### src/rtl/proj_input_loader.sv
// Serial-to-parallel loader: shifts in {sel, data[, parity]} frames and latches data into per-project holding registers.
// Optional feature: define LOADER_PARITY_EN to append and check a trailing even-parity bit.
module proj_input_loader #(
    parameter int BITS  = 16,
    parameter int NPROJ = 11
) (
    input  logic                   clk,
    input  logic                   rst,
    input  logic                   sdi,
    input  logic                   sdv,
    input  logic                   sfs,
    output logic [NPROJ*BITS-1:0]  proj_in,
    output logic [NPROJ-1:0]       wr_strobe,
    output logic                   ready,
    output logic                   busy,
    output logic                   err
);

`ifdef LOADER_PARITY_EN
    localparam int FLEN = BITS + 5;
`else
    localparam int FLEN = BITS + 4;
`endif
    localparam int CW = $clog2(FLEN + 1);
    localparam logic [CW-1:0] LAST_CNT = CW'(FLEN - 1);

    typedef enum logic [1:0] {
        IDLE   = 2'd0,
        SHIFT  = 2'd1,
        COMMIT = 2'd2
    } state_t;

    state_t          state, next_state;
    logic [FLEN-1:0] shreg;
    logic [CW-1:0]   count;
    logic            start;
    logic            shift_in;
    logic [3:0]      sel;
    logic [BITS-1:0] data;
    logic            frame_ok;

    // The frame is fully aligned in the shift register once FLEN bits have arrived.
    assign sel = shreg[FLEN-1 -: 4];
`ifdef LOADER_PARITY_EN
    assign data     = shreg[BITS:1];
    assign frame_ok = (int'(sel) < NPROJ) && !(^shreg);
`else
    assign data     = shreg[BITS-1:0];
    assign frame_ok = (int'(sel) < NPROJ);
`endif

    // NOTE: every output of an always_comb gets a default first so no path can infer a latch.
    always_comb begin
        next_state = state;
        start      = 1'b0;
        shift_in   = 1'b0;
        case (state)
            IDLE: begin
                if (sdv && sfs) begin
                    start      = 1'b1;
                    next_state = SHIFT;
                end
            end
            SHIFT: begin
                if (sdv && sfs) begin
                    start = 1'b1;
                end else if (sdv) begin
                    shift_in = 1'b1;
                    if (count == LAST_CNT) next_state = COMMIT;
                end
            end
            COMMIT:  next_state = IDLE;
            default: next_state = IDLE;
        endcase
    end

    // NOTE: sequential state uses non-blocking assignments so all flops update from pre-edge values.
    always_ff @(posedge clk or negedge rst) begin
        if (!rst) state <= IDLE;
        else      state <= next_state;
    end

    // NOTE: the holding registers are reset because projects must see defined inputs after reset.
    always_ff @(posedge clk or negedge rst) begin
        if (!rst) begin
            shreg     <= '0;
            count     <= '0;
            proj_in   <= '0;
            wr_strobe <= '0;
            err       <= 1'b0;
            busy      <= 1'b0;
            ready     <= 1'b1;
        end else begin
            wr_strobe <= '0;
            busy      <= (next_state != IDLE);
            ready     <= (next_state != COMMIT);

            if (start) begin
                shreg <= {{(FLEN-1){1'b0}}, sdi};
                count <= CW'(1);
                if (state == IDLE) err <= 1'b0;
            end else if (shift_in) begin
                shreg <= {shreg[FLEN-2:0], sdi};
                count <= count + CW'(1);
            end

            if (state == COMMIT) begin
                count <= '0;
                if (frame_ok) begin
                    for (int k = 0; k < NPROJ; k++) begin
                        if (int'(sel) == k) begin
                            proj_in[k*BITS +: BITS] <= data;
                            wr_strobe[k]            <= 1'b1;
                        end
                    end
                end else begin
                    err <= 1'b1;
                end
            end
        end
    end

endmodule

### config.mk
export PLATFORM = sky130hd
export DESIGN_NAME = proj_input_loader
export DESIGN_NICKNAME = d
export VERILOG_FILES = /design/src/rtl/proj_input_loader.sv
export SDC_FILE = /design/constraint.sdc
export NUM_CORES = 1
export LEC_CHECK = 0
export BUFFER_PORTS_ARGS = -buffer_cell sky130_fd_sc_hd__buf_2
export CORE_AREA = 4 4 151 153
export CTS_CLUSTER_SIZE = 25
export DETAILED_ROUTE_END_ITERATION = 16
export DIE_AREA = 0 0 155 157
export PLACE_DENSITY = 0.66
export SLEW_MARGIN = 20
export SYNTH_ARGS = -nofsm -noshare
export SYNTH_HDL_FRONTEND = slang
export SYNTH_SLANG_ARGS = --single-unit
### constraint.sdc
create_clock -name clk -period 1.6 [get_ports clk]
set_input_delay 0.24 -clock clk [delete_from_list [all_inputs] [get_ports clk]]
set_output_delay 0.24 -clock clk [all_outputs]
set_load 0.02 [all_outputs]
# [Word level (Yosys, flattened, before mapping)]
# Index checks and enable logic that the tools add are counted.
[word_totals] register_bits=217 latchBits=0 mem_bits_rw=0 romBits=0 in_bits=5 output_inout_bits=190 wordCells=84 mem_count=0
[classes] n_addsub=1 mul=0 n_div=0 order_cmp=1 n_eq_ne=14 n_shift=0 muxes=32 bitwise_logic=0 n_reduce_logical=18
[op_table] cell="$mux W20" n=2
[op_table] cell="$reduce_and A3 Y1" n=11
[op_table] cell="$eq A4 B4 Y1 const B" n=7
[op_table] cell="$mux W11" n=2
[op_table] cell="$mux W1" n=20
[op_table] cell="$mux W5" n=3
[op_table] cell="$eq A4 B3 Y1 const B" n=2
[op_table] cell="$mux W2" n=4
[op_table] cell="$add A5 B1 Y5 const B" n=1
[op_table] cell="$eq A5 B5 Y1 const B" n=1
[op_table] cell="$eq A4 B2 Y1 const B" n=1
[op_table] cell="$logic_not A4 Y1" n=1
[op_table] cell="$lt A4 B4 Y1 const B" n=1
[op_table] cell="$pmux W2 S2" n=1
[op_table] cell="$reduce_bool A2 Y1" n=2
[op_table] cell="$reduce_bool A3 Y1" n=1
[op_table] cell="$eq A2 B1 Y1 const B" n=1
[op_table] cell="$eq A2 B2 Y1 const B" n=1
[op_table] cell="$logic_not A2 Y1" n=1
[op_table] cell="$ne A2 B2 Y1 const B" n=1
[op_table] cell="$reduce_or A2 Y1" n=1
[op_table] cell="$logic_and A1 B1 Y1" n=1

# [Longest topological paths before layout]
# Gate-level depths: netlist (run 1).
[logic_depth] word_depth=6 mapped_depth=6 depth_no_buf=4

# [Worst setup path before layout (run 1)]
# Ideal clock, no wire load.
[synth_timing] path_type="flip-flop to flip-flop" startpoint="reg shreg[16]" endpoint="reg proj_in[134]" setup_time_ns=0.125 arrival_time_ns=1.555 t_required_ns=1.475 setup_slack_ns=-0.080 path_stages_with_launch=6 n_path_buf=2 synth_period_minus_slack_ns=1.680 path_cell_list="dfrtp_1 > buf_2 > nor4b_4 > nand2_4 > buf_6 > mux2_4"
[synth_between] elab_chain_cells=2 word_cells_on_any_way=3 cone_classes="order compare (1); eq/ne (1); reduce/logical (1)"
[synth_lines] item="from (decl)" line_no="34" text="logic [FLEN-1:0] shreg;"
[synth_lines] item="from (signal assigned)" line_no="99" text="shreg <= {{(FLEN-1){1'b0}}, sdi};"
[synth_lines] item="from (signal assigned)" line_no="103" text="shreg <= {shreg[FLEN-2:0], sdi};"
[synth_lines] item="$lt A4 B4 Y1 / $eq A4 B4 Y1 (equally long branches)" line_no="49, 111"
[synth_lines] item="$reduce_and A3 Y1 (no line) (*)"
[synth_lines] item="to (signal, indexed assignment)" line_no="112" text="proj_in[k*BITS +: BITS] <= data;"
[synth_lines] item="to (decl)" line_no="12" text="output logic [NPROJ*BITS-1:0] proj_in,"
# Every way passes the cells marked *; elsewhere a longest branch is shown, timed or not.
# A chain may end at the register's enable or synchronous reset.

# [Worst setup path in the final report (run 1)]
[layout_timing] startpoint="reg shreg[19]" endpoint="reg proj_in[112]"
# The elaborated chain is that of the path after synthesis.

==> results.sh, run 1 <==
export IMPL_status="completed"
export IMPL_synth_area_um2=8430
export IMPL_seqPwrFrac=0.493
export IMPL_die_w_um=155
export IMPL_syn_to_final_growth_pct=29.4
export IMPL_hold_start="sdv"
export IMPL_drt_first_pass_iters=4
export IMPL_worst_setup_path_start_kind="flop"
export IMPL_synthArstFlopShare=1.00
export IMPL_synth_edf_count=0
export IMPL_antenna_found_initial=0
export IMPL_fill_cells=1855
export IMPL_synth_warnings=0
export IMPL_cp_required_ps=1990
export IMPL_cts_htree_levels=1
export IMPL_ys_seq_area_frac=0.644
export IMPL_gp_congestion=0.777
export IMPL_fmax_mhz=631
export IMPL_multi_input_area_um2=2800
export IMPL_p_per_area_nw_per_um2=1040
export IMPL_synth_seq_cells=217
export IMPL_cts_root_buffer="clkbuf_16"
export IMPL_holdPathStages=4
export IMPL_dp_hpwl_mm=14.1
export IMPL_p_leak_nw=6.22
export IMPL_ir_drop_v=0.000610
export IMPL_drive_gt1_frac=0.575
export IMPL_critical_path_arrival_ps=1970
export IMPL_drcViolationCount=0
export IMPL_total_power_mw=11.3
export IMPL_endpoint_kind="flop"
export IMPL_synthFlopType="dfrtp_1"
export IMPL_num_vias=5256
export IMPL_rrSetupSlack_ps=20
export IMPL_r2r_end="proj_in[112]"
export IMPL_clock_latency_ps=520
export IMPL_yosysUniqueCellTypes=39
export IMPL_antenna_left=0
export IMPL_max_slew_margin=0.624
export IMPL_worstReg2RegStart="shreg[19]"
export IMPL_vias_per_cell=4.92
export IMPL_clk_path_buf_depth=3
export IMPL_core_area_um2=21600
export IMPL_pin_count=195
export IMPL_wl_per_cell_um=19.6
export IMPL_rsz0062_at_grt="true"
export IMPL_clkSinkCount=217
export IMPL_diodes=0
export IMPL_routed_wl_mm=20.9
export IMPL_drv_cap=0
export IMPL_period_needed_ps=1580
export IMPL_ff2ff_path_depth=4
export IMPL_initial_core_util=0.391
export IMPL_syn_area_per_cell_um2=15.3
export IMPL_grt_pass1_wl_mm=32.1
export IMPL_synth_nets=558
export IMPL_rows=54
export IMPL_period_share=0.990
export IMPL_worstHoldPathType="input pin to flop"
export IMPL_gr_total_overflow=0
export IMPL_dieArea_um2=24300
export IMPL_whs_endpoint="ready"
export IMPL_first_iter_violations=204
export IMPL_power_internal_mw=8.89
export IMPL_whs_ps=146
export IMPL_clkPwrFrac=0.483
export IMPL_tightest_slew_ps=564
export IMPL_grt_max_degree=55
export IMPL_final_common_cell="dfrtp_1"
export IMPL_critical_path_class="flop to flop"
export IMPL_setup_viol=0
export IMPL_final_nets=777
export IMPL_port_buffers=194
export IMPL_fp_dieH_um=157
export IMPL_cts_buffers=24
export IMPL_regArea_um2=5440
export IMPL_track_usage=0.167
export IMPL_maxSlewViolCount=0
export IMPL_layout_common_cells="dfrtp_1 (212), buf_2 (193), mux2_2 (136), nand2_1 (42)"
export IMPL_pwr_share_comb=0.024
export IMPL_fin_skew_ps=18.8
export IMPL_hold_violations=0
export IMPL_synth_cells=552
export IMPL_grt_pass1_vias=5387
export IMPL_switching_share=0.214
export IMPL_p_sw_mw=2.42
export IMPL_cts_tree="built"
export IMPL_cts_clk_slew_worst_paths_ps=60
export IMPL_cp_max_fo=8
[timing repair]
item,4_1_cts,5_1_grt
hold buffers,2,0
pin swaps,0,5
setup buffers,0,3
cloned,0,4
endpoints found under the setup margin,37,91
gates resized for setup,1,14
endpoints found under the hold margin,45,0
[state kept, by name, summed over array words and instances (netlist names)]
name	count
proj_in	176
shreg	20
wr_strobe	11
count	5
state	2
busy	1
err	1
ready	1
[worst max path at each step]
stage	start	cells past startpoint	endpoint
final	shreg[19]	4	proj_in[112]
after global routing	shreg[17]	4	proj_in[11]
after CTS	shreg[17]	4	proj_in[131]
after detailed placement	shreg[16]	3	proj_in[104]
after global placement	state[0]	3	proj_in[104]
after floorplan	shreg[17]	5	proj_in[134]
[cells in the mapped netlist, types with 2 or more instances]
cell	number	share of area
a21oi_1	20	0.012
and4bb_2	2	0.0030
buf_2	9	0.0053
buf_4	4	0.0036
buf_6	6	0.0080
clkbuf_1	20	0.0089
dfrtp_1	216	0.64
inv_1	11	0.0049
mux2_1	13	0.017
mux2_2	136	0.18
mux2_4	27	0.048
mux2i_1	4	0.0048
nand2_1	42	0.019
nand2_2	3	0.0022
nand2_4	6	0.0080
nand3_1	4	0.0024
nand3b_1	2	0.0018
nand4_1	2	0.0015
nor3_1	2	0.0012
o21ai_0	4	0.0024
[cells by family (layout without fill, tap and decap cells)]
group                    Yosys count  count (layout)  share of synthesized area
AND/OR/NAND/NOR                   77              78                     0.0543
multiplexers                     180             180                      0.252
adder cells (fa/ha/maj)            1               1                    0.00148
flip-flops                       217             217                      0.644
buffers and inverters             50             285                     0.0307
AO/OA/AOI/OAI                     27              27                     0.0171
[final cells by class]
| type | count | area share |
|---|---|---|
| flip-flops and latches | 217 | 0.498 |
| multi-input cells | 286 | 0.256 |
| repair buffers | 231 | 0.137 |
| clock buffers | 34 | 0.0622 |
| well taps | 280 | 0.0321 |
| clock inverters | 9 | 0.0102 |
| inverters | 11 | 0.00378 |
[layer usage]
layer | global-route usage | share of wire | up-vias
met2 | 0.276 | 0.47 | 162
met4 | 0.0425 | 0.021 | 0
met5 | 0 | 0 | -
li1 | - | - | 2356
met3 | 0.0401 | 0.064 | 33
met1 | 0.223 | 0.44 | 2705
[worst max-delay path, stage by stage (launching register included)]
cell	delay, ps
dfrtp_1	420
and2b_4	260
and4_4	270
clkbuf_16	180
mux2_2	320
[metrics by stage]
step                      cells  instance area [µm²]  utilization  worst slack (ps)  setup TNS (ps)
after floorplan             552                 8440            -             -78.0           -2400
after global placement     1016                 9940        0.461             -19.3           -19.3
after detailed placement   1016                 9940        0.461             -16.0           -36.5
after CTS                  1061                10800        0.499             -12.9           -97.4
after global routing       1068                10900        0.506             -37.7           -1490
final                      1068                10900        0.506              16.3               0
[power groups by stage]
stage | registers (mW) | logic [mW] | clock network [mW]
CTS | 5.57 | 0.267 | 5.62
detailed placement | 5.67 | 0.260 | 0
global placement | 5.67 | 0.257 | 0
floorplan | 5.63 | 0.0846 | 0
global route | 5.58 | 0.317 | 5.87
finish | 5.57 | 0.274 | 5.46
Note: power is estimated with default switching activity, not from simulation.
==> inputs of run 2 (changes only) <==
- GPL_TIMING_DRIVEN: not set -> 0
==> results.sh, run 2 (synthesis gave the netlist of run 1 again) <==
export IMPL_crit_path_frequent_cell="buf_6"
export IMPL_clock_latency_ps=520
export IMPL_critical_path_slowest_cell="dfrtp_2"
export IMPL_cts_tree="built"
export IMPL_drive_gt1_frac=0.593
export IMPL_routed_wl_mm=21.8
export IMPL_clk_path_buf_depth=3
export IMPL_diodes=0
export IMPL_track_usage=0.173
export IMPL_grt_pass1_vias=5648
export IMPL_layout_common_cells="dfrtp_1 (213), buf_2 (193), mux2_2 (130), mux2_4 (46), nand2_1 (42)"
export IMPL_cp_max_fo=5
export IMPL_holdPathStages=3
export IMPL_critical_path_class="flop to flop"
export IMPL_power_internal_mw=8.84
export IMPL_clkPwrFrac=0.480
export IMPL_fp_dieH_um=157
export IMPL_tightest_slew_ps=569
export IMPL_syn_to_final_growth_pct=36.3
export IMPL_setup_viol=118
export IMPL_die_w_um=155
export IMPL_place_inst=1028
export IMPL_p_leak_nw=6.42
export IMPL_slowest_delay_ps=460
export IMPL_fmax_mhz=591
export IMPL_hold_start="sdi"
export IMPL_final_common_cell="dfrtp_1"
export IMPL_whs_endpoint="shreg[0]"
export IMPL_hold_violations=1
export IMPL_cp_top_family="buffers and inverters"
export IMPL_seqPwrFrac=0.495
export IMPL_clkSinkCount=217
export IMPL_whs_ps=-0.254
export IMPL_status="finished, violations left"
export IMPL_ir_drop_v=0.000783
export IMPL_cts_buffers=24
export IMPL_worst_setup_path_start_kind="flop"
export IMPL_worstReg2RegStart="state[0]"
export IMPL_drcViolationCount=0
export IMPL_maxSlewViolCount=0
export IMPL_port_buffers=194
export IMPL_rrSetupSlack_ps=-90
export IMPL_gp_congestion=0.751
export IMPL_top_register="proj_in"
export IMPL_endpoint_kind="flop"
export IMPL_final_cells=1111
export IMPL_dieArea_um2=24300
export IMPL_cts_root_buffer="clkbuf_16"
export IMPL_pwr_share_comb=0.024
export IMPL_drt_first_pass_iters=4
export IMPL_crit_chain="buf_6, nor4b_4, buf_6, nand2_8, clkbuf_16, mux2_4"
export IMPL_first_iter_violations=208
export IMPL_cp_required_ps=2000
export IMPL_fin_ws_ps=-90.8
export IMPL_grt_max_degree=96
export IMPL_core_area_um2=21600
export IMPL_period_needed_ps=1690
export IMPL_wl_per_cell_um=19.6
export IMPL_rows=54
export IMPL_violations="hold timing, setup timing"
export IMPL_ff2ff_path_depth=6
export IMPL_gr_total_overflow=0
export IMPL_fin_skew_ps=22.9
export IMPL_crit_buf_inv=3
export IMPL_critical_path_arrival_ps=2090
export IMPL_dp_hpwl_mm=14.1
export IMPL_pin_count=195
export IMPL_cts_clk_slew_worst_paths_ps=60
export IMPL_top_regs="proj_in: 176 flops, shreg: 20 flops, wr_strobe: 11 flops"
export IMPL_period_share=1.06
export IMPL_switching_share=0.210
export IMPL_p_per_area_nw_per_um2=974
export IMPL_largest_reg_flops=176
export IMPL_final_nets=824
export IMPL_antenna_left=0
export IMPL_drv_cap=0
export IMPL_grt_pass1_wl_mm=33.5
export IMPL_num_vias=5451
export IMPL_vias_per_cell=4.91
export IMPL_initial_core_util=0.391
export IMPL_antenna_found_initial=0
export IMPL_max_slew_margin=0.620
export IMPL_rsz0062_at_grt="true"
export IMPL_r2r_end="proj_in[140]"
export IMPL_p_sw_mw=2.35
export IMPL_cts_htree_levels=1
export IMPL_worstHoldPathType="input pin to flop"
[run 2: worst reg2reg max path, delay by kind of cell (launching register included)]
kind	cells	cell delay, ps
muxes	1	290
DFF	1	460
and+or+nand+nor	2	320
buffers and inverters	3	520
[run 2: timing repair]
| item | in CTS | in global routing |
|---|---|---|
| endpoints found under the hold margin | 58 | 0 |
| cloned | 0 | 3 |
| pin swaps | 8 | 7 |
| hold buffers | 1 | 0 |
| gates resized for setup | 63 | 41 |
| endpoints found under the setup margin | 152 | 171 |
| buffers inserted | 23 | 18 |
[run 2: worst max path at each step]
stage	startpoint	end	slack, ps	cells past startpoint
2_1_floorplan	shreg[17]	proj_in[134]	-80	5
6_report	state[0]	proj_in[140]	-90	6
5_1_grt	state[0]	proj_in[140]	-140	6
4_1_cts	shreg[17]	proj_in[31]	-70	5
3_5_place_dp	shreg[16]	proj_in[152]	-320	5
3_3_place_gp	rst	wr_strobe[8]	-3490	1
[run 2: cell type report]
type	count	area, µm²
fillers	1760	10100
flip-flops and latches	217	5440
multi-input cells	285	2940
repair buffers	241	1590
clock buffers	35	682
plain buffers	38	369
well taps	280	350
clock inverters	4	81.3
inverters	11	41.3
[run 2: metrics by stage]
step           instance area (µm²)  total power, mW  TNS (ps)   util  setup slack, ps
2_1_floorplan                 8440             5.72     -2400      -            -78.0
3_3_place_gp                  9770             5.88   -775030  0.453            -3490
3_5_place_dp                  9830             5.90    -25000  0.456             -316
4_1_cts                      11100             11.3     -2960  0.515            -67.0
5_1_grt                      11500             11.6    -11310  0.533             -141
6_report                     11500             11.2     -5260  0.533            -90.8
[run 2: power by group through the flow]
| stage | clock (mW) | combinational, mW | sequential, mW |
|---|---|---|---|
| 3_5_place_dp | 0 | 0.260 | 5.64 |
| 4_1_cts | 5.51 | 0.266 | 5.54 |
| 6_report | 5.37 | 0.271 | 5.54 |
| 2_1_floorplan | 0 | 0.0846 | 5.63 |
| 5_1_grt | 5.73 | 0.309 | 5.54 |
| 3_3_place_gp | 0 | 0.237 | 5.64 |
[run 2: metal layers]
metal	global-route usage	routed length (µm)	vias up	part of all wire
met3	0.0390	1300	45	0.060
met2	0.281	10300	169	0.47
met4	0.0538	647	0	0.030
met1	0.234	9570	2798	0.44
li1	-	-	2439	-
met5	0	0	-	0
==> inputs of run 3 (changes only) <==
- CTS_BUF_LIST: not set -> sky130_fd_sc_hd__clkbuf_16
==> results.sh, run 3 (synthesis gave the netlist of run 1 again) <==
export IMPL_holdPathStages=3
export IMPL_period_share=1.05
export IMPL_clk_path_buf_depth=3
export IMPL_grtUsageMet1=0.233
export IMPL_drcViolationCount=0
export IMPL_critical_path_class="flop to flop"
export IMPL_grt_max_degree=96
export IMPL_final_area_um2=11300
export IMPL_critical_path_slowest_cell="dfrtp_2"
export IMPL_fin_skew_ps=19.1
export IMPL_worstHoldPathType="input pin to flop"
export IMPL_rsz0062_at_grt="true"
export IMPL_global_route_usage_met2=0.279
export IMPL_fp_dieH_um=157
export IMPL_cp_max_fo=10
export IMPL_fin_tns_setup_ps=-3480
export IMPL_worst_setup_path_start_kind="flop"
export IMPL_utilization=0.523
export IMPL_regArea_um2=5440
export IMPL_violations="hold timing, setup timing"
export IMPL_slowest_delay_ps=440
export IMPL_hold_start="sdi"
export IMPL_rows=54
export IMPL_max_slew_margin=0.612
export IMPL_cts_htree_levels=1
export IMPL_maxSlewViolCount=0
export IMPL_layout_common_cells="dfrtp_1 (213), buf_2 (193), mux2_2 (131), mux2_4 (45), nand2_1 (42)"
export IMPL_clock_latency_ps=520
export IMPL_total_power_mw=10.9
export IMPL_status="finished, violations left"
export IMPL_multi_input_area_um2=2940
export IMPL_gr_total_overflow=0
export IMPL_rrSetupSlack_ps=-80
export IMPL_die_w_um=155
export IMPL_core_area_um2=21600
export IMPL_worstReg2RegStart="state[0]"
export IMPL_tightest_slew_ps=582
export IMPL_setup_viol=98
export IMPL_crit_chain="buf_4, nor4b_4, buf_6, nand2_8, buf_12, mux2_4"
export IMPL_hold_violations=1
export IMPL_crit_buf_inv=3
export IMPL_largest_reg_flops=176
export IMPL_antenna_found_initial=0
export IMPL_fill_cells=1782
export IMPL_final_cells=1104
export IMPL_p_per_area_nw_per_um2=970
export IMPL_final_common_cell="dfrtp_1"
export IMPL_place_inst=1028
export IMPL_track_usage=0.172
export IMPL_cts_root_buffer="clkbuf_16"
export IMPL_syn_to_final_growth_pct=33.8
export IMPL_fin_ws_ps=-83.1
export IMPL_grt_pass1_vias=5598
export IMPL_num_vias=5381
export IMPL_ir_drop_v=0.000784
export IMPL_dp_hpwl_mm=14.1
export IMPL_routed_wl_mm=21.3
export IMPL_initial_core_util=0.391
export IMPL_cts_clk_slew_worst_paths_ps=60
export IMPL_antenna_left=0
export IMPL_grt_pass1_wl_mm=33.2
export IMPL_wl_per_cell_um=19.3
export IMPL_diodes=0
export IMPL_grt_met3_usage=0.0401
export IMPL_drive_gt1_frac=0.586
export IMPL_clkSinkCount=217
export IMPL_pin_count=195
export IMPL_cts_buffers=24
export IMPL_dieArea_um2=24300
export IMPL_critical_path_arrival_ps=2080
export IMPL_first_iter_violations=251
export IMPL_gp_congestion=0.751
export IMPL_r2r_end="proj_in[71]"
export IMPL_drv_cap=0
export IMPL_drt_first_pass_iters=4
export IMPL_p_leak_nw=6.34
export IMPL_grt_busiest_layer="met2"
export IMPL_port_buffers=194
export IMPL_endpoint_kind="flop"
export IMPL_cts_tree="built"
export IMPL_whs_endpoint="shreg[0]"
export IMPL_cp_required_ps=2000
export IMPL_period_needed_ps=1680
export IMPL_top_regs="proj_in: 176 flops, shreg: 20 flops, wr_strobe: 11 flops"
export IMPL_ff2ff_path_depth=6
export IMPL_cp_top_family="buffers and inverters"
export IMPL_placed_area_um2=9830
export IMPL_final_nets=817
export IMPL_vias_per_cell=4.87
export IMPL_top_register="proj_in"
export IMPL_whs_ps=-18.5
export IMPL_fmax_mhz=594
-- run 3: cell count changes in the layout (fill, tap and decap cells not counted), moves of 2 or more --
cell	change
buf_4	+9
buf_12	-3
buf_6	-10
clkbuf_16	-2
clkbuf_1	-7
inv_1	+7
clkbuf_8	-4
clkinv_1	+4
-- run 3: worst reg2reg max path: stages, from the launching register on --
cell and delay [ps]:
dfrtp_2 440, buf_4 150, nor4b_4 210, buf_6 200
nand2_8 110, buf_12 170, mux2_4 290
-- run 3: worst max-delay path by stage --
stage          startpoint            to  slack, ps  depth (start not counted)
6_report         state[0]   proj_in[71]        -80                          6
5_1_grt          state[0]   proj_in[71]       -130                          6
4_1_cts         shreg[17]   proj_in[31]        -70                          5
3_5_place_dp    shreg[16]  proj_in[152]       -320                          5
3_3_place_gp          rst  wr_strobe[8]      -3490                          1
2_1_floorplan   shreg[17]  proj_in[134]        -80                          5
-- run 3: report_power, final --
group / leakage [nW] / switching (mW) / internal (mW)
Clock: 0.378 / 2.12 / 3.02
Combinational: 2.96 / 0.200 / 0.0657
Sequential: 3.00 / 0.0279 / 5.51
Total: 6.34 / 2.35 / 8.60
-- run 3: routing by layer --
metal	up-vias	routed length, µm
li1	2426	-
met4	0	572
met1	2747	9400
met2	173	9970
met5	-	0
met3	35	1350
-- run 3: metrics by stage --
step	worst slack, ps	hold slack, ps
floorplan	-78.0	-55.6
CTS	-67.0	1.08
global placement	-3490	462
detailed placement	-316	209
global route	-129	-8.40
finish	-83.1	-18.5
-- run 3: cell type report --
class	count	area share
Multi-Input combinational cell	285	0.261
Clock inverter	15	0.0109
Buffer	37	0.0296
Clock buffer	24	0.0532
Sequential cell	217	0.482
Timing Repair Buffer	235	0.129
Inverter	11	0.00366
Tap cell	280	0.0311
-- run 3: timing repair --
item                                    in CTS  in global routing
gates resized for setup                     60                 30
gates cloned                                 0                  1
hold buffers                                 1                  0
pin swaps                                    8                  5
setup buffers                               23                 14
endpoints found under the setup margin     152                167
endpoints found under the hold margin       58                  0
